$ cat src/rtl/pipe_hazard_pkg.sv
// Shared types for the pipeline hazard controller.
//   fwd_sel_t   : EX operand source select (register file, MEM result, WB result)
//   slot_t      : one scoreboard stage (EX, MEM or WB) worth of instruction info
//   slot_writes : true when a slot will write architectural register r
//   pick_fwd    : forwarding source for one EX operand, MEM before WB
// Register indices are carried at RD_W_MAX bits; narrower index widths are
// zero-extended by the top level, so XLEN_RD must not exceed RD_W_MAX.
package pipe_hazard_pkg;

  localparam int unsigned RD_W_MAX = 8;

  typedef enum logic [1:0] {
    FWD_RF  = 2'b00,
    FWD_MEM = 2'b01,
    FWD_WB  = 2'b10
  } fwd_sel_t;

  typedef struct packed {
    logic                valid;
    logic [RD_W_MAX-1:0] rs1;
    logic [RD_W_MAX-1:0] rs2;
    logic                has_rs1;
    logic                has_rs2;
    logic [RD_W_MAX-1:0] rd;
    logic                has_rd;
    logic                reg_write;
    logic                mem_read;
  } slot_t;

  // x0 is hardwired zero, so a write to it never creates a dependency.
  function automatic logic slot_writes(slot_t s, logic [RD_W_MAX-1:0] r);
    return s.valid && s.reg_write && s.has_rd && (s.rd == r) && (r != '0);
  endfunction

  function automatic fwd_sel_t pick_fwd(logic use_src, logic [RD_W_MAX-1:0] r,
                                        slot_t mem_s, slot_t wb_s);
    if (!use_src)                return FWD_RF;
    else if (slot_writes(mem_s, r)) return FWD_MEM;
    else if (slot_writes(wb_s, r))  return FWD_WB;
    else                         return FWD_RF;
  endfunction

endpackage

$ cat src/rtl/pipe_hazard_ctl_slot.sv
// hazard_slot: one scoreboard stage register with synchronous clear.
//   clk    : clock
//   clr_i  : synchronous clear (slot becomes invalid, all fields zero)
//   slot_i : next contents
//   slot_o : registered contents
module hazard_slot
  import pipe_hazard_pkg::*;
(
  input  logic  clk,
  input  logic  clr_i,
  input  slot_t slot_i,
  output slot_t slot_o
);

  slot_t slot_q;

  always_ff @(posedge clk) begin
    if (clr_i) slot_q <= '0;
    else       slot_q <= slot_i;
  end

  assign slot_o = slot_q;

endmodule

$ cat src/rtl/pipe_hazard_ctl.sv
// pipe_hazard_ctl: load-use / RAW hazard detection, forwarding select and
// stall accounting for a 5-stage in-order pipeline.
// Optional feature macro: PIPE_HAZARD_FWD_EN
//   defined   : EX operands forwarded from MEM/WB; only load-use stalls.
//   undefined : no forwarding; any pending write to an ID source stalls.
// Ports:
//   clk, rst                   : clock, synchronous active-high reset
//   id_valid                   : decode holds a real instruction
//   id_rs1/id_rs2/id_rd        : decode register indices
//   id_has_rs1/_rs2/_rd        : operand-present flags
//   id_reg_write, id_mem_read  : decode control bits
//   ex_flush                   : taken branch/jump resolved in EX
//   stall_if_id                : hold PC and IF/ID
//   bubble_id_ex               : inject zero control into ID/EX
//   flush_if_id                : squash IF/ID
//   fwd_a, fwd_b               : EX operand source (00 RF, 01 MEM, 10 WB)
//   stall_cnt                  : saturating count of stall cycles
module pipe_hazard_ctl
  import pipe_hazard_pkg::*;
#(
  parameter int XLEN_RD = 5,
  parameter int CNT_W   = 16
) (
  input  logic               clk,
  input  logic               rst,
  input  logic               id_valid,
  input  logic [XLEN_RD-1:0] id_rs1,
  input  logic [XLEN_RD-1:0] id_rs2,
  input  logic               id_has_rs1,
  input  logic               id_has_rs2,
  input  logic               id_has_rd,
  input  logic [XLEN_RD-1:0] id_rd,
  input  logic               id_reg_write,
  input  logic               id_mem_read,
  input  logic               ex_flush,
  output logic               stall_if_id,
  output logic               bubble_id_ex,
  output logic               flush_if_id,
  output logic [1:0]         fwd_a,
  output logic [1:0]         fwd_b,
  output logic [CNT_W-1:0]   stall_cnt
);

  slot_t id_slot, ex_d, ex_q, mem_q, wb_q;
  logic  hazard;
  fwd_sel_t fwd_a_sel, fwd_b_sel;
  logic [CNT_W-1:0] stall_cnt_d, stall_cnt_q;

  always_comb begin
    id_slot           = '0;
    id_slot.valid     = id_valid;
    id_slot.rs1       = RD_W_MAX'(id_rs1);
    id_slot.rs2       = RD_W_MAX'(id_rs2);
    id_slot.has_rs1   = id_has_rs1;
    id_slot.has_rs2   = id_has_rs2;
    id_slot.rd        = RD_W_MAX'(id_rd);
    id_slot.has_rd    = id_has_rd;
    id_slot.reg_write = id_reg_write;
    id_slot.mem_read  = id_mem_read;
  end

`ifdef PIPE_HAZARD_FWD_EN
  // Only a load in EX cannot be forwarded in time; everything else is bypassed.
  always_comb begin
    hazard = id_valid && ex_q.mem_read &&
             ((id_has_rs1 && slot_writes(ex_q, id_slot.rs1)) ||
              (id_has_rs2 && slot_writes(ex_q, id_slot.rs2)));
    fwd_a_sel = pick_fwd(ex_q.valid && ex_q.has_rs1, ex_q.rs1, mem_q, wb_q);
    fwd_b_sel = pick_fwd(ex_q.valid && ex_q.has_rs2, ex_q.rs2, mem_q, wb_q);
  end
`else
  // Without bypassing, the consumer waits until no older instruction in
  // flight still has to write its source (at most three cycles).
  always_comb begin
    hazard = id_valid &&
             ((id_has_rs1 && (slot_writes(ex_q, id_slot.rs1) ||
                              slot_writes(mem_q, id_slot.rs1) ||
                              slot_writes(wb_q, id_slot.rs1))) ||
              (id_has_rs2 && (slot_writes(ex_q, id_slot.rs2) ||
                              slot_writes(mem_q, id_slot.rs2) ||
                              slot_writes(wb_q, id_slot.rs2))));
    fwd_a_sel = FWD_RF;
    fwd_b_sel = FWD_RF;
  end
`endif

  // A taken branch squashes the decode instruction, so any stall is moot.
  assign stall_if_id  = hazard && !ex_flush;
  assign bubble_id_ex = hazard || ex_flush;
  assign flush_if_id  = ex_flush;
  assign fwd_a        = fwd_a_sel;
  assign fwd_b        = fwd_b_sel;

  assign ex_d = (id_valid && !bubble_id_ex) ? id_slot : '0;

  hazard_slot u_ex  (.clk(clk), .clr_i(rst), .slot_i(ex_d),  .slot_o(ex_q));
  hazard_slot u_mem (.clk(clk), .clr_i(rst), .slot_i(ex_q),  .slot_o(mem_q));
  hazard_slot u_wb  (.clk(clk), .clr_i(rst), .slot_i(mem_q), .slot_o(wb_q));

  assign stall_cnt_d = (stall_if_id && (stall_cnt_q != {CNT_W{1'b1}}))
                       ? stall_cnt_q + CNT_W'(1) : stall_cnt_q;

  always_ff @(posedge clk) begin
    if (rst) stall_cnt_q <= '0;
    else     stall_cnt_q <= stall_cnt_d;
  end

  assign stall_cnt = stall_cnt_q;

  // Not every slot field is consulted in every build.
  logic unused_slot_bits;
  assign unused_slot_bits = ^{ex_q, mem_q, wb_q};

endmodule
$ cat config.mk
export PLATFORM = sky130hd
export DESIGN_NAME = pipe_hazard_ctl
export DESIGN_NICKNAME = d
export VERILOG_FILES = /design/src/rtl/pipe_hazard_pkg.sv /design/src/rtl/pipe_hazard_ctl_slot.sv /design/src/rtl/pipe_hazard_ctl.sv
export SDC_FILE = /design/constraint.sdc
export NUM_CORES = 1
export LEC_CHECK = 0
export CAP_MARGIN = 20
export CORE_MARGIN = 8
export CORE_UTILIZATION = 44
export DETAILED_ROUTE_END_ITERATION = 8
export PLACE_DENSITY = 0.75
export SYNTH_ARGS = -nofsm -noshare
export SYNTH_HDL_FRONTEND = slang
export SYNTH_SLANG_ARGS = --single-unit
$ cat constraint.sdc
create_clock -name clk -period 1.93 [get_ports clk]
set_clock_uncertainty 0.05 [all_clocks]
set_input_delay 0.193 -clock clk [delete_from_list [all_inputs] [get_ports clk]]
set_output_delay 0.193 -clock clk [all_outputs]
set_load 0.01 [all_outputs]
==> results.sh <==
export IMPL_via_per_inst=5.038
export IMPL_hold_path_cell_count=1
export IMPL_total_of_hold_buffers_inserted_after_clock_tree_synthesis=0
export IMPL_critical_path_cell_count=8
export IMPL_power_density_nw_per_um2=538.5
export IMPL_place_gp_congestion=0.9167
export IMPL_count_of_buffer_and_inverter_cells_on_the_critical_path=1
export IMPL_final_layout_size_suffix_gt1_share_pct=27.40
export IMPL_detail_route_wl_per_cell_um=14.49
export IMPL_p_switching_mw=0.3711
export IMPL_finalNonFillerCells=344
export IMPL_netlist_area_leader_share_pct=40.38
export IMPL_failed_checks="negative setup slack"
export IMPL_cts_buffer_depth=2
export IMPL_core_um2=4354
export IMPL_maxClockFrequency_ghz=0.4507
export IMPL_htreeDepth=2
export IMPL_static_leakage_power_nw=1.123
export IMPL_worstSetupStartpointType="register"
export IMPL_netlist_top_cells_area="dfxtp_1 (40%), xnor2_1 (13%), nor2b_1 (6.6%)"
export IMPL_slowest_cell_on_the_critical_path="or4_4"
export IMPL_grt_antenna_before_repair=0
export IMPL_critPathMaxFanout=7
export IMPL_setup_ws_ns=-0.2890
export IMPL_status="complete, but fails checks"
export IMPL_timing_max_cap_violations=0
export IMPL_port_buffer_count=41
export IMPL_p_seq_share_pct=52.9
export IMPL_detail_route_iter0_violations=135
export IMPL_yosys_top_cells_count="dfxtp_1 (40), xnor2_1 (30), nor2b_1 (21)"
export IMPL_cts_root_buffer_type="clkbuf_8"
export IMPL_synth_distinct_cells=40
export IMPL_clk_latency_ns=0.29
export IMPL_starting_utilization_of_the_core_area_pct=45.55
export IMPL_dp_hpwl_mm=3.696
export IMPL_nNetsFinal=316
export IMPL_i_o_pin_cnt=47
export IMPL_drt_wl_total_mm=4.986
export IMPL_dp_worst_setup_slack_ns=-0.7400
export IMPL_number_of_buffers_created_by_cts=5
export IMPL_die_w_um=83.14
export IMPL_timing_max_transition_violations_final=0
export IMPL_drc_violation_count_after_routing=0
export IMPL_ys_warnings_count=0
export IMPL_share_of_total_power_in_combinational_logic_pct=10.5
export IMPL_cp_data_required_time_ns=2.07
export IMPL_endpoint_kind="register"
export IMPL_timing_hold_worst_start="u_ex.slot_o[2]$_SDFF_PP0_"
export IMPL_cell_internal_pwr_mw=1.218
export IMPL_die_height_um=83.14
export IMPL_yosys_cell_count_top_type="dfxtp_1"
export IMPL_cts_clk_slew_worst_paths_ns=0.08
export IMPL_grt_start_max_net_pins=20
export IMPL_worst_r2r_path_depth=8
export IMPL_cp_slowest_stage_delay_ns=0.53
export IMPL_hold_viol_final=0
export IMPL_numClockSinks=40
export IMPL_clock_power_share_pct=36.6
export IMPL_synth_yosys_seq_area_share_pct=40.38
export IMPL_power_ir_vdd_worst_mv=0.4787
export IMPL_num_vias=1733
export IMPL_track_usage_pct=13.57
export IMPL_grt_pass1_wl_mm=7.831
export IMPL_syn_inst=213
export IMPL_yosys_register_bits=40
export IMPL_tightest_slew_ns=0.5037
export IMPL_grt_overflow_total=0
export IMPL_worst_setup_path_startpoint="u_mem.slot_o[6]$_SDFF_PP0_"
export IMPL_mappedNetlistArea_um2=1983
export IMPL_grt_setup_unrepaired="true"
export IMPL_areaGrowthSynthToFinish_pct=48.83
export IMPL_maxSlewHeadroom_pct=66.11
export IMPL_first_global_vias=1699
export IMPL_layout_min_cycle_time_ns=2.219
export IMPL_critical_path_class="register to register"
export IMPL_synth_async_sr_flop_share_pct=0
export IMPL_period_share_pct=115.0
export IMPL_critical_path_cell_chain="xor2_1 > or4_4 > o22ai_4 > o221ai_4 > buf_6 > a21oi_4 > nand3_2 > mux2_4"
export IMPL_synthFlopType="dfxtp_1"
export IMPL_crit_reg2reg_launch="u_mem.slot_o[6]$_SDFF_PP0_"
export IMPL_critical_path_arrival_ns=2.36
export IMPL_area_enclosed_by_the_die_boundary_um2=6911
export IMPL_power_share_switching_pct=23.35
export IMPL_cpLargestDelayFamily="simple AND/OR/NAND/NOR gates"
export IMPL_detailedRoute_firstPassIterationCount=6
export IMPL_holdCritPathClass="register to register"
export IMPL_antenna_diode_count=0
export IMPL_syn_area_per_cell_um2=9.311
export IMPL_cts_tree="built"
export IMPL_yosys_area_top_type="dfxtp_1"
export IMPL_antenna_nets_post_route=0
export IMPL_synth_enable_flop_cells=0
export IMPL_floorplan_rows=24
export IMPL_placed_cells=333
export IMPL_finalSetupViolCount=18
cell usage in the layout (no fill, tap or decap), types with 4 or more instances in the layout:
master / count
dfxtp_1: 36
clkdlybuf4s50_1: 30
buf_4: 29
xnor2_1: 28
nor2b_1: 21
nor2_1: 12
nand2_1: 11
buf_6: 9
and2_1: 7
nand3_2: 6
nand4_1: 6
inv_1: 6
clkbuf_8: 6
dlymetal6s2s_1: 6
xor2_1: 5
a21o_1: 5
nand3_1: 5
conb_1: 4
dfxtp_2: 4
cell families (layout without fill, tap and decap cells):
logic type	count (synthesis)	count (layout)	synth area share (%)
xor+xnor	36	36	15.90
flops	40	40	40.38
fa+ha+maj	1	1	0.6308
buf+inv	17	93	4.416
mux	5	5	2.776
simple gates	89	89	24.99
other cells	1	4	0.1891
compound gates	24	24	10.73
registers in the layout, summed over array words and instances (netlist names):
| register | cells |
|---|---|
| u_ex.slot_o | 8 |
| stall_cnt | 16 |
| u_mem.slot_o | 8 |
| u_wb.slot_o | 8 |
cell type report:
class / instances / area [µm²]
repair buffers: 79 / 730.7
multi-input cells: 159 / 1234
flip-flops and latches: 40 / 805.8
clock buffers: 7 / 86.33
inverters: 6 / 22.52
well taps: 52 / 65.06
clock inverters: 1 / 7.507
fillers: 350 / 1403
layer usage:
metal  part of all wire [%]  up-vias  track usage (%)
li1                       -      867                -
met1                     45      820            15.84
met2                     48       37            21.85
met3                    4.9        9            4.590
met4                    2.0        0            6.070
met5                      0        -                0
worst reg2reg max path, delay by kind of cell, from the launching register on:
family          cells  cell delay (ns)
xor+xnor            1             0.14
mux                 1             0.32
simple gates        2             0.63
compound gates      3             0.46
flops               1             0.32
buf+inv             1             0.18
path summary, 6_finish.rpt:
check	end	slack, ns
min	u_mem.slot_o[2]$_SDFF_PP0_	0.40
max reg2reg	stall_cnt[11]$_SDFFE_PP0P_	-0.29
max	stall_cnt[11]$_SDFFE_PP0P_	-0.29
min reg2reg	u_mem.slot_o[2]$_SDFF_PP0_	0.40
through the flow:
step | TNS, ns | hold slack, ns | cell area [µm²] | util (%) | power, mW
after floorplan | -0.4804 | 0.2427 | 2017 | - | 0.9372
after global placement | -12.65 | 0.3961 | 2686 | 61.70 | 1.020
after detailed placement | -14.34 | 0.3928 | 2686 | 61.70 | 1.023
after CTS | -3.920 | 0.3978 | 2825 | 64.89 | 1.597
after global routing | -4.652 | 0.4123 | 2952 | 67.79 | 1.657
final | -3.241 | 0.4008 | 2952 | 67.79 | 1.590
power by group through the flow:
stage                     registers (mW)  logic [mW]  clock network [mW]
after floorplan                    0.859      0.0782                   0
after global placement             0.860       0.160                   0
after detailed placement           0.860       0.163                   0
after CTS                          0.841       0.163               0.593
after global routing               0.843       0.181               0.633
final                              0.841       0.167               0.581
repair_timing:
| item | in CTS | in global routing |
|---|---|---|
| setup buffers | 2 | 3 |
| gates cloned | 0 | 1 |
| endpoints found under the setup margin | 26 | 25 |
| gates resized for setup | 25 | 27 |
| pin swaps | 8 | 24 |
No activity file was read; power rests on OpenSTA's default activity.
